## src/rtl/hummingbird_io_pkg.sv

```systemverilog
// Shared definitions for the Hummingbird IO UART transmitter:
// register map, FSM encoding and status byte layout.
package hummingbird_io_pkg;

  typedef logic [1:0] io_addr_t;

  localparam io_addr_t ADDR_TXDATA  = 2'd0;
  localparam io_addr_t ADDR_DIVISOR = 2'd1;
  localparam io_addr_t ADDR_CTRL    = 2'd2;
  localparam io_addr_t ADDR_CLRSTAT = 2'd3;

  localparam logic [1:0] ST_IDLE  = 2'd0;
  localparam logic [1:0] ST_START = 2'd1;
  localparam logic [1:0] ST_DATA  = 2'd2;
  localparam logic [1:0] ST_STOP  = 2'd3;

  localparam int STAT_EMPTY   = 0;
  localparam int STAT_FULL    = 1;
  localparam int STAT_BUSY    = 2;
  localparam int STAT_OVF     = 3;
  localparam int STAT_CNT_LSB = 4;
  localparam int STAT_CNT_MSB = 6;

  localparam logic [7:0] STATUS_RESET = 8'h01;

  function automatic logic [7:0] pack_status(input logic empty, input logic full,
                                             input logic busy, input logic ovf,
                                             input logic [2:0] cnt);
    logic [7:0] s;
    s = 8'h00;
    s[STAT_EMPTY] = empty;
    s[STAT_FULL]  = full;
    s[STAT_BUSY]  = busy;
    s[STAT_OVF]   = ovf;
    s[STAT_CNT_MSB:STAT_CNT_LSB] = cnt;
    return s;
  endfunction

endpackage

```

## src/rtl/io_uart_tx_if.sv

```systemverilog
// CPU IO bus as seen by the UART transmitter: write strobe, address,
// write data and the status byte returned to the CPU input device.
interface io_uart_tx_if;
  import hummingbird_io_pkg::*;

  logic       io_wr;
  io_addr_t   io_addr;
  logic [7:0] io_wdata;
  logic [7:0] status;

  modport master (output io_wr, output io_addr, output io_wdata, input status);
  modport slave  (input io_wr, input io_addr, input io_wdata, output status);
endinterface

```

## src/rtl/tx_fifo.sv

```systemverilog
// Byte FIFO with first-word fall-through read; DEPTH must be a power of two
// so the pointers wrap naturally.
module tx_fifo #(
  parameter int DEPTH = 4,
  parameter int CW    = $clog2(DEPTH) + 1
) (
  input  logic          clk,
  input  logic          rst,
  input  logic          push,
  input  logic          pop,
  input  logic [7:0]    wdata,
  output logic [7:0]    rdata,
  output logic          full,
  output logic          empty,
  output logic [CW-1:0] count
);
  localparam int AW = $clog2(DEPTH);

  logic [7:0]    mem_r [DEPTH];
  logic [AW-1:0] wr_ptr_r;
  logic [AW-1:0] rd_ptr_r;
  logic [CW-1:0] count_r;
  logic          do_pop_s;
  logic          do_push_s;

  assign full      = (count_r == CW'(DEPTH));
  assign empty     = (count_r == '0);
  assign count     = count_r;
  assign rdata     = mem_r[rd_ptr_r];
  assign do_pop_s  = pop && !empty;
  assign do_push_s = push && (!full || do_pop_s);

  // Storage array, written only on an accepted push.
  always_ff @(posedge clk) begin
    if (do_push_s) begin
      mem_r[wr_ptr_r] <= wdata;
    end
  end

  // Pointer and occupancy bookkeeping.
  always_ff @(posedge clk) begin
    if (rst) begin
      wr_ptr_r <= '0;
      rd_ptr_r <= '0;
      count_r  <= '0;
    end else begin
      if (do_push_s) wr_ptr_r <= wr_ptr_r + AW'(1);
      if (do_pop_s)  rd_ptr_r <= rd_ptr_r + AW'(1);
      case ({do_push_s, do_pop_s})
        2'b10:   count_r <= count_r + CW'(1);
        2'b01:   count_r <= count_r - CW'(1);
        default: count_r <= count_r;
      endcase
    end
  end
endmodule

```

## src/rtl/io_uart_tx.sv

```systemverilog
// Memory-mapped 8N1 UART transmitter: CPU writes bytes into a small FIFO,
// the FSM serialises them at a programmable baud divisor.
module io_uart_tx
  import hummingbird_io_pkg::*;
#(
  parameter int         FIFO_DEPTH = 4,
  parameter logic [7:0] DIV_RESET  = 8'd103
) (
  input  logic  clk,
  input  logic  rst,
  io_uart_tx_if.slave bus,
  output logic  txd,
  output logic  busy
);
  localparam int CW = $clog2(FIFO_DEPTH) + 1;

  logic [1:0]    state_r, state_nxt_s;
  logic [7:0]    divisor_r, div_lat_r, div_lat_nxt_s;
  logic [7:0]    baud_r, baud_nxt_s, shift_r, shift_nxt_s;
  logic [2:0]    bit_r, bit_nxt_s;
  logic          txd_r, txd_nxt_s, busy_r, enable_r, ovf_r;
  logic [7:0]    status_r;
  logic          pop_s, push_s, wr_tx_s, ovf_set_s, bit_end_s, start_ok_s;
  logic [7:0]    fifo_rdata_s;
  logic          fifo_full_s, fifo_empty_s;
  logic [CW-1:0] fifo_count_s;
  logic [2:0]    cnt3_s;

  assign wr_tx_s    = bus.io_wr && (bus.io_addr == ADDR_TXDATA);
  // A full FIFO still accepts a write when the FSM pops in the same cycle.
  assign push_s     = wr_tx_s && (!fifo_full_s || pop_s);
  assign ovf_set_s  = wr_tx_s && fifo_full_s && !pop_s;
  assign start_ok_s = enable_r && !fifo_empty_s;
  assign bit_end_s  = (baud_r == div_lat_r);
  assign cnt3_s     = 3'(fifo_count_s);

  assign txd        = txd_r;
  assign busy       = busy_r;
  assign bus.status = status_r;

  tx_fifo #(.DEPTH(FIFO_DEPTH), .CW(CW)) u_fifo (
    .clk   (clk),
    .rst   (rst),
    .push  (push_s),
    .pop   (pop_s),
    .wdata (bus.io_wdata),
    .rdata (fifo_rdata_s),
    .full  (fifo_full_s),
    .empty (fifo_empty_s),
    .count (fifo_count_s)
  );

  // Frame sequencer: next state, bit timing and the serial bit to drive.
  always_comb begin
    state_nxt_s   = state_r;
    baud_nxt_s    = baud_r;
    bit_nxt_s     = bit_r;
    shift_nxt_s   = shift_r;
    div_lat_nxt_s = div_lat_r;
    txd_nxt_s     = txd_r;
    pop_s         = 1'b0;
    case (state_r)
      ST_IDLE: begin
        txd_nxt_s = 1'b1;
        if (start_ok_s) begin
          pop_s         = 1'b1;
          state_nxt_s   = ST_START;
          shift_nxt_s   = fifo_rdata_s;
          div_lat_nxt_s = divisor_r;
          baud_nxt_s    = 8'd0;
          txd_nxt_s     = 1'b0;
        end else begin
          state_nxt_s = ST_IDLE;
        end
      end
      ST_START: begin
        if (bit_end_s) begin
          state_nxt_s = ST_DATA;
          baud_nxt_s  = 8'd0;
          bit_nxt_s   = 3'd0;
          txd_nxt_s   = shift_r[0];
        end else begin
          baud_nxt_s = baud_r + 8'd1;
        end
      end
      ST_DATA: begin
        if (bit_end_s) begin
          baud_nxt_s = 8'd0;
          if (bit_r == 3'd7) begin
            state_nxt_s = ST_STOP;
            txd_nxt_s   = 1'b1;
          end else begin
            bit_nxt_s   = bit_r + 3'd1;
            shift_nxt_s = {1'b0, shift_r[7:1]};
            txd_nxt_s   = shift_r[1];
          end
        end else begin
          baud_nxt_s = baud_r + 8'd1;
        end
      end
      ST_STOP: begin
        if (!bit_end_s) begin
          baud_nxt_s = baud_r + 8'd1;
        end else if (start_ok_s) begin
          // Back-to-back frame: the next start bit follows the stop bit directly.
          pop_s         = 1'b1;
          state_nxt_s   = ST_START;
          shift_nxt_s   = fifo_rdata_s;
          div_lat_nxt_s = divisor_r;
          baud_nxt_s    = 8'd0;
          txd_nxt_s     = 1'b0;
        end else begin
          state_nxt_s = ST_IDLE;
          baud_nxt_s  = 8'd0;
          txd_nxt_s   = 1'b1;
        end
      end
      default: begin
        state_nxt_s = ST_IDLE;
        baud_nxt_s  = 8'd0;
        txd_nxt_s   = 1'b1;
      end
    endcase
  end

  // CPU-visible registers: divisor, enable, sticky overflow and status byte.
  always_ff @(posedge clk) begin
    if (rst) begin
      divisor_r <= DIV_RESET;
      enable_r  <= 1'b1;
      ovf_r     <= 1'b0;
      status_r  <= STATUS_RESET;
    end else begin
      if (bus.io_wr && (bus.io_addr == ADDR_DIVISOR)) divisor_r <= bus.io_wdata;
      if (bus.io_wr && (bus.io_addr == ADDR_CTRL))    enable_r  <= bus.io_wdata[0];
      if (ovf_set_s) begin
        ovf_r <= 1'b1;
      end else if (bus.io_wr && (bus.io_addr == ADDR_CLRSTAT)) begin
        ovf_r <= 1'b0;
      end
      status_r <= pack_status(fifo_empty_s, fifo_full_s, state_r != ST_IDLE,
                              ovf_r, cnt3_s);
    end
  end

  // Transmit datapath and FSM state registers.
  always_ff @(posedge clk) begin
    if (rst) begin
      state_r   <= ST_IDLE;
      baud_r    <= 8'd0;
      bit_r     <= 3'd0;
      shift_r   <= 8'd0;
      div_lat_r <= DIV_RESET;
      txd_r     <= 1'b1;
      busy_r    <= 1'b0;
    end else begin
      state_r   <= state_nxt_s;
      baud_r    <= baud_nxt_s;
      bit_r     <= bit_nxt_s;
      shift_r   <= shift_nxt_s;
      div_lat_r <= div_lat_nxt_s;
      txd_r     <= txd_nxt_s;
      busy_r    <= (state_nxt_s != ST_IDLE);
    end
  end
endmodule

```

## src/flat_wrapper.sv

```systemverilog
// flat-port wrapper written by rule: the top's interface ports become plain ports
module io_uart_tx_flat import hummingbird_io_pkg::*;
#(
  parameter int         FIFO_DEPTH = 4,
  parameter logic [7:0] DIV_RESET  = 8'd103
)
  (clk, rst, txd, busy, bus_io_wr, bus_io_addr, bus_io_wdata, bus_status);
  io_uart_tx_if bus_i ();
  input  logic clk;
  input  logic rst;
  output logic txd;
  output logic busy;
  input wire logic [$bits(bus_i.io_wr)-1:0] bus_io_wr;
  input wire logic [$bits(bus_i.io_addr)-1:0] bus_io_addr;
  input wire logic [$bits(bus_i.io_wdata)-1:0] bus_io_wdata;
  output wire logic [$bits(bus_i.status)-1:0] bus_status;
  assign bus_i.io_wr = bus_io_wr;
  assign bus_i.io_addr = bus_io_addr;
  assign bus_i.io_wdata = bus_io_wdata;
  assign bus_status = bus_i.status;
  io_uart_tx #(.FIFO_DEPTH(FIFO_DEPTH), .DIV_RESET(DIV_RESET)) u_core (.clk(clk), .rst(rst), .bus(bus_i), .txd(txd), .busy(busy));
endmodule
```

## config.mk

```make
export PLATFORM = sky130hd
export DESIGN_NAME = io_uart_tx_flat
export DESIGN_NICKNAME = d
export VERILOG_FILES = /design/src/rtl/hummingbird_io_pkg.sv /design/src/rtl/io_uart_tx_if.sv /design/src/rtl/tx_fifo.sv /design/src/rtl/io_uart_tx.sv /design/src/flat_wrapper.sv
export SDC_FILE = /design/constraint.sdc
export NUM_CORES = 1
export LEC_CHECK = 0
export CAP_MARGIN = 25
export CORE_AREA = 2 2 129 131
export CTS_BUF_LIST = sky130_fd_sc_hd__clkbuf_16
export DETAILED_ROUTE_END_ITERATION = 8
export DIE_AREA = 0 0 131 133
export GPL_TIMING_DRIVEN = 0
export PLACE_DENSITY_LB_ADDON = 0.15
export SKIP_CTS_REPAIR_TIMING = 1
export SLEW_MARGIN = 20
export SYNTH_ARGS = -nofsm -noshare
export SYNTH_HDL_FRONTEND = slang
export SYNTH_SLANG_ARGS = --single-unit
```

## constraint.sdc

```tcl
create_clock -name clk -period 2.85 [get_ports clk]
set_input_delay 0.4275 -clock clk [delete_from_list [all_inputs] [get_ports clk]]
set_output_delay 0.4275 -clock clk [all_outputs]
set_load 0.03 [all_outputs]
```

# After elaboration in Yosys (flattened, before gate mapping)
# Memory sizes are Yosys's and may differ from the RTL's. A register that Yosys moved wholly into a read port is not among the register bits.
# Cells that the tools add are included.
# totals
wordCells,105
ff_bits,56
memories,1
mem_bits_rw,32
# classes
addsub,6
reduce_logical,30
muxes,37
n_eq_ne,16
# mem_list
memory,words,word_bits,read_ports,rd_ports_with_merged_regs,write_ports,line_no,text
u_core.u_fifo.mem_r,4,8,1,1,1,tx_fifo.sv:19,logic [7:0] mem_r [DEPTH];
# op_table
op,n
$mux W8,8
$pmux W8 S2,2
$pmux W8 S3,1
$mux W1,12
$mux W2,6
$pmux W3 S2,2
$reduce_bool A2 Y1,6
$eq A2 B2 Y1 const B,5
$logic_and A1 B1 Y1,10
$mux W3,3
$add A8 B1 Y8 const B,1
$eq A8 B8 Y1,1
$ne A2 B1 Y1 const B,4
$pmux W2 S4,1
$reduce_and A4 Y1,2
$add A3 B1 Y3 const B,2
$eq A2 B1 Y1 const B,3
$eq A3 B3 Y1 const B,2
$add A2 B1 Y2 const B,2
$logic_not A2 Y1,2
$pmux W1 S4,1
$logic_not A1 Y1,3
$logic_not A3 Y1,1
$reduce_and A3 Y1,1
7 further kinds,8

# Longest topological paths before layout
# depth
depth_word,11
mapped_depth,13

# Modules after synthesis
# From an unflattened synthesis, not the netlist that was laid out.
# unflattened
cells_unflattened,342
area_unflattened_um2,3910.0
# by_module_without_submodules
module,n_inst,cells_each,area_per_inst_um2,seq_area_each_um2
io_uart_tx,1,246,2264.7,960.9
tx_fifo,1,96,1645.3,1141.1

# Worst setup path before layout
# No wires, ideal clock.
# synth_timing
path_kind,flip-flop to flip-flop
start,reg u_core.state_r[0]
end,"reg u_core.u_fifo.count_r[2], in the netlist u_core.u_fifo.count[2]"
arrival_ns,2.673
stages_incl_launch_ff,14
path_buffers,1
period_less_slack_ns,2.743
required_ns,2.780
setup_ns,0.070
slack_ns,0.107
path_cell_list,dfxtp_1 > inv_1 > ha_1 > buf_1 > nor2_1 > a31oi_1 > nand2_1 > inv_1 > ha_1 > inv_1 > fa_1 > xor2_1 > or3_1 > a21oi_1
# synth_via
elab_chain_len,7
elab_cells_between_ends,12
classes_between,3 x eq/ne; 2 x mux; 7 x reduce/logical
# synth_rtl
element,line_no,text
start: declaration,io_uart_tx.sv:17,"logic [1:0] state_r, state_nxt_s;"
start signal: assignment,io_uart_tx.sv:157,state_r <= state_nxt_s;
$eq A2 B2 Y1 or $logic_not A2 Y1 (tied branches),io_uart_tx.sv:62,case (state_r)
$pmux W1 S2 *,io_uart_tx.sv:62,
$logic_or A1 B1 Y1 or $logic_and A1 B1 Y1 (tied branches),"io_uart_tx.sv:31, tx_fifo.sv:30",
$logic_and A1 B1 Y1 or $logic_or A1 B1 Y1 (tied branches),"io_uart_tx.sv:31, tx_fifo.sv:31",
$logic_and A1 B1 Y1,tx_fifo.sv:31,assign do_push_s = push && (!full || do_pop_s);
$eq A2 B1 Y1 or $eq A2 B2 Y1 (tied branches),tx_fifo.sv:49,"case ({do_push_s, do_pop_s})"
$pmux W3 S2 or $reduce_bool A2 Y1 (tied branches),--,
end signal: assignment,tx_fifo.sv:50,2'b10: count_r <= count_r + CW'(1);
end signal: assignment,tx_fifo.sv:51,2'b01: count_r <= count_r - CW'(1);
end signal: assignment,tx_fifo.sv:52,default: count_r <= count_r;
end: declaration,tx_fifo.sv:22,logic [CW-1:0] count_r;
# Every way passes the cells marked *; elsewhere a longest branch is shown, timed or not.
# A chain may end at the register's enable or synchronous reset.

# Worst setup path in the final report
# layout_timing
start,reg u_core.baud_r[2]
end,"reg u_core.u_fifo.count_r[2], in the netlist u_core.u_fifo.count[2]"
# layout_via
elab_chain_len,8
elab_cells_between_ends,12
classes_between,3 x eq/ne; 3 x mux; 6 x reduce/logical
# layout_rtl
element,line_no,text
start: declaration,io_uart_tx.sv:19,"logic [7:0] baud_r, baud_nxt_s, shift_r, shift_nxt_s;"
start signal: assignment,io_uart_tx.sv:158,baud_r <= baud_nxt_s;
$eq A8 B8 Y1 *,io_uart_tx.sv:34,assign bit_end_s = (baud_r == div_lat_r);
$mux W1 *,io_uart_tx.sv:102,if (!bit_end_s) begin
$pmux W1 S2 *,io_uart_tx.sv:62,
$logic_and A1 B1 Y1 *,tx_fifo.sv:30,assign do_pop_s = pop && !empty;
via u_core.u_fifo.do_pop_s,tx_fifo.sv:23,logic do_pop_s;
$logic_or A1 B1 Y1,tx_fifo.sv:31,
$logic_and A1 B1 Y1,tx_fifo.sv:31,
$eq A2 B1 Y1 or $eq A2 B2 Y1 (tied branches),tx_fifo.sv:49,
$pmux W3 S2 or $reduce_bool A2 Y1 (tied branches),--,
# Mark *: on every way through the listed nets, which the timed path passes. The rest lies on a longest branch.

==> flow_summary.yaml <==
status:
  run_status: "complete, no violations"
floorplan:
  placementRows: 47
  pin_count: 23
  core-area_sq_mm: 0.0162
  fp.dieH_microns: 133
  start_util_pct: 24.3
  dieWidth_microns: 131
  die_area_sq_mm: 0.0174
grt:
  grt_pass1_vias: 2625
  grt_start_max_net_pins: 16
  grt_busiest_layer: "met1"
  gr-usage-met2_pct: 16.3
  grt_antenna_before_repair: 0
  groute.layer.met1.usage_pct: 16.3
  grt_pass1_wl_mm: 14.7
  gr-usage-all-layers_pct: 11.4
  grt_overflow_total: 0
  global_route.usage.met3_pct: 2.95
yosys:
  postSynthAreaPerCell_sq_um: 11.2
  async_flop_share_pct: 0
  syn-cell-area_sq_mm: 0.00394
  post-synth-top-area-fraction_pct: 29.0
  synth-seq-area-share_pct: 53.4
  post_synthesis_sequential_element_count: 89
  number_of_unique_standard_cell_types_used_by_synthesis: 51
  synth-main-ff-cell: "sky130_fd_sc_hd__dfxtp_1"
  synth.net_count: 380
  yosysTopAreaCell: "sky130_fd_sc_hd__dfxtp_1"
  number_of_synthesized_flops_with_an_enable_pin: 32
  synthesis.instances: 353
  synth_warnings: 0
  synth.most_common_cell: "sky130_fd_sc_hd__dfxtp_1"
  ys_top_cells_by_area: "sky130_fd_sc_hd__dfxtp_1 29%, sky130_fd_sc_hd__edfxtp_1 24%, sky130_fd_sc_hd__mux4_2 4.6%"
  synth.cells.most_frequent: "57 x sky130_fd_sc_hd__dfxtp_1, 37 x sky130_fd_sc_hd__nor2_1, 35 x sky130_fd_sc_hd__nand2_1, 32 x sky130_fd_sc_hd__edfxtp_1, 16 x sky130_fd_sc_hd__mux2i_1"
critical_path:
  criticalPathCategory: "flop to flop"
  worstSetupStartpoint: "u_core.baud_r[2]"
  cp_max_fo: 7
  timing.critical_path.arrival_ps: 2960
  worstSetupStartpointType: "flop"
  worstReg2RegEnd: "u_core.u_fifo.count[2]"
  critPathCaptureType: "flop"
  worst_ep_required_time_ps: 3120
  r2r_start: "u_core.baud_r[2]"
  timing.reg2reg.worst_path_depth: 11
  reg2reg_slack_ps: 160
sta:
  drv_slew: 0
  rsz0062_at_grt: "false"
  finClkSkew_ps: 6.66
  worst-slew-pin-transition_ps: 821
  timing.final.ws_setup_ps: 158
  timing_hold_violations_final: 0
  setup_viol: 0
  timing.final.crit_period_ps: 2690
  fin_hold_ws_ps: 460
  period_share_pct: 94.5
  fmaxAchievable_mhz: 371
  relSlewSlack_pct: 45.1
cells_and_area:
  design.final.nets: 422
  combined_flip_flop_and_latch_cell_area_sq_mm: 0.00212
  n_antenna_cell: 0
  post_layout_nonfiller_instances: 620
  layout-drive-gt1-share_pct: 19.5
  fillCellCount: 1680
  flow.area_growth_from_synthesis_pct: 25.0
  multi_input_area_sq_mm: 0.00182
clock_tree:
  clkSlewWorstSetupHoldPaths_ps: 70
  htree_levels: 3
  clk_root_buffer_cell: "sky130_fd_sc_hd__clkbuf_16"
  insertion_delay_ps: 350
  clk_path_buf_depth: 2
  cts_tree: "done"
  clock-sinks: 89
  cts_buffers: 9
drt:
  wl_per_cell_microns: 15.0
  detailedRoute.firstIterationViolations: 74
  via_count_of_the_routed_design: 2699
  total_wire_length_after_detailed_routing_mm: 9.32
  drtPass1Iterations: 4
  remaining_routing_drc_violations: 0
  viasPerCell: 4.35
  ant_nets: 0
power_and_ir_drop:
  cell_pwr_density_mw_per_mm2: 853
  max-vdd-ir-drop_uv: 321
  power.static_leakage_uw: 0.00176
  design_power_total_uw: 4200
hold_path:
  min-delay-path-class: "flop to flop"
  holdPathEnd: "u_core.divisor_r[3]"
  worstHoldStart: "u_core.divisor_r[3]"
  holdPathStages: 2
placement:
  numPortBuffers: 21
  dp_cells: 594
  dpl_worst_slack_ps: -571
  post-dp-hpwl_mm: 6.51
  place.gp.congestion: 0.775
run:
  timing.max_cap.violations: 0
[report_power, final]
group	switching, uW	internal (uW)
Clock	510	672
Sequential	104	1480
Combinational	747	685
[flip-flops by register name, summed over array words and instances, names as in the netlist, 3 cells and up, named ones only]
| signal | count |
|---|---|
| u_core.shift_r | 8 |
| u_core.divisor_r | 8 |
| u_core.u_fifo.mem_r | 32 |
| u_core.div_lat_r | 8 |
| u_core.u_fifo.count | 3 |
| u_core.bus.status | 7 |
| u_core.bit_r | 3 |
| u_core.baud_r | 8 |
[how the worst max path moves through the flow]
stage,to,slack [ps],depth (start not counted)
after floorplan,u_core.u_fifo.count[2],110,13
after global placement,u_core.u_fifo.count[2],-600,12
after detailed placement,u_core.u_fifo.count[2],-570,12
after CTS,u_core.u_fifo.count[2],-470,11
after global routing,u_core.u_fifo.count[2],20,12
final,u_core.u_fifo.count[2],160,11
[routing by layer]
layer | part of all wire [%] | vias up | wire length [microns]
li1 | - | 1331 | -
met1 | 50 | 1317 | 4650
met4 | 1.7 | 0 | 157
met3 | 3.5 | 10 | 324
met5 | 0 | - | 0
met2 | 45 | 41 | 4180
[per-stage QoR]
step	TNS (ps)	instance area [sq um]	util (%)
2_1_floorplan	0	3940	-
3_3_place_gp	-11650	4420	27.3
3_5_place_dp	-9270	4420	27.3
4_1_cts	-684	4710	29.1
5_1_grt	0	4920	30.4
6_report	0	4920	30.4
[cell families after synthesis]
logic type	count (synthesis)	share of synthesized area, %
buf+inv	28	3.27
simple gates	127	15.7
compound gates	44	7.22
other cells	1	0.0953
flops	89	53.4
fa+ha+maj	14	4.64
xor+xnor	17	3.78
mux	33	11.9
[critical path: stages (launching register included)]
cell                      delay (ps)
sky130_fd_sc_hd__dfxtp_4         370
sky130_fd_sc_hd__xnor2_2         170
sky130_fd_sc_hd__and4_1          230
sky130_fd_sc_hd__buf_6           130
sky130_fd_sc_hd__a31oi_2         130
sky130_fd_sc_hd__nor3_2          310
sky130_fd_sc_hd__ha_2            280
sky130_fd_sc_hd__inv_1            60
sky130_fd_sc_hd__fa_2            340
sky130_fd_sc_hd__xor2_1          150
sky130_fd_sc_hd__or3_1           300
sky130_fd_sc_hd__a21oi_1         150
[final cells by class]
class | instances | area share (%)
buffer | 14 | 1.63
tap | 220 | 5.59
timing repair buffer | 32 | 5.95
sequential | 89 | 43.1
multi-input combinational | 236 | 36.9
inverter | 13 | 0.991
clock inverter | 7 | 1.30
clock buffer | 9 | 4.58
[cells in the final DEF (no fill, tap or decap), types with 10 or more instances in the layout]
cell type and instances:
sky130_fd_sc_hd__dfxtp_2 11, sky130_fd_sc_hd__buf_4 12, sky130_fd_sc_hd__clkdlybuf4s50_1 21, sky130_fd_sc_hd__nor2_1 37
sky130_fd_sc_hd__mux2i_1 16, sky130_fd_sc_hd__inv_1 14, sky130_fd_sc_hd__dfxtp_1 45, sky130_fd_sc_hd__a21oi_1 11
sky130_fd_sc_hd__nand2_1 34, sky130_fd_sc_hd__ha_1 10, sky130_fd_sc_hd__nand3_1 10, sky130_fd_sc_hd__nor2b_1 12
sky130_fd_sc_hd__edfxtp_1 32
Note: power is estimated with default switching activity, not from simulation.
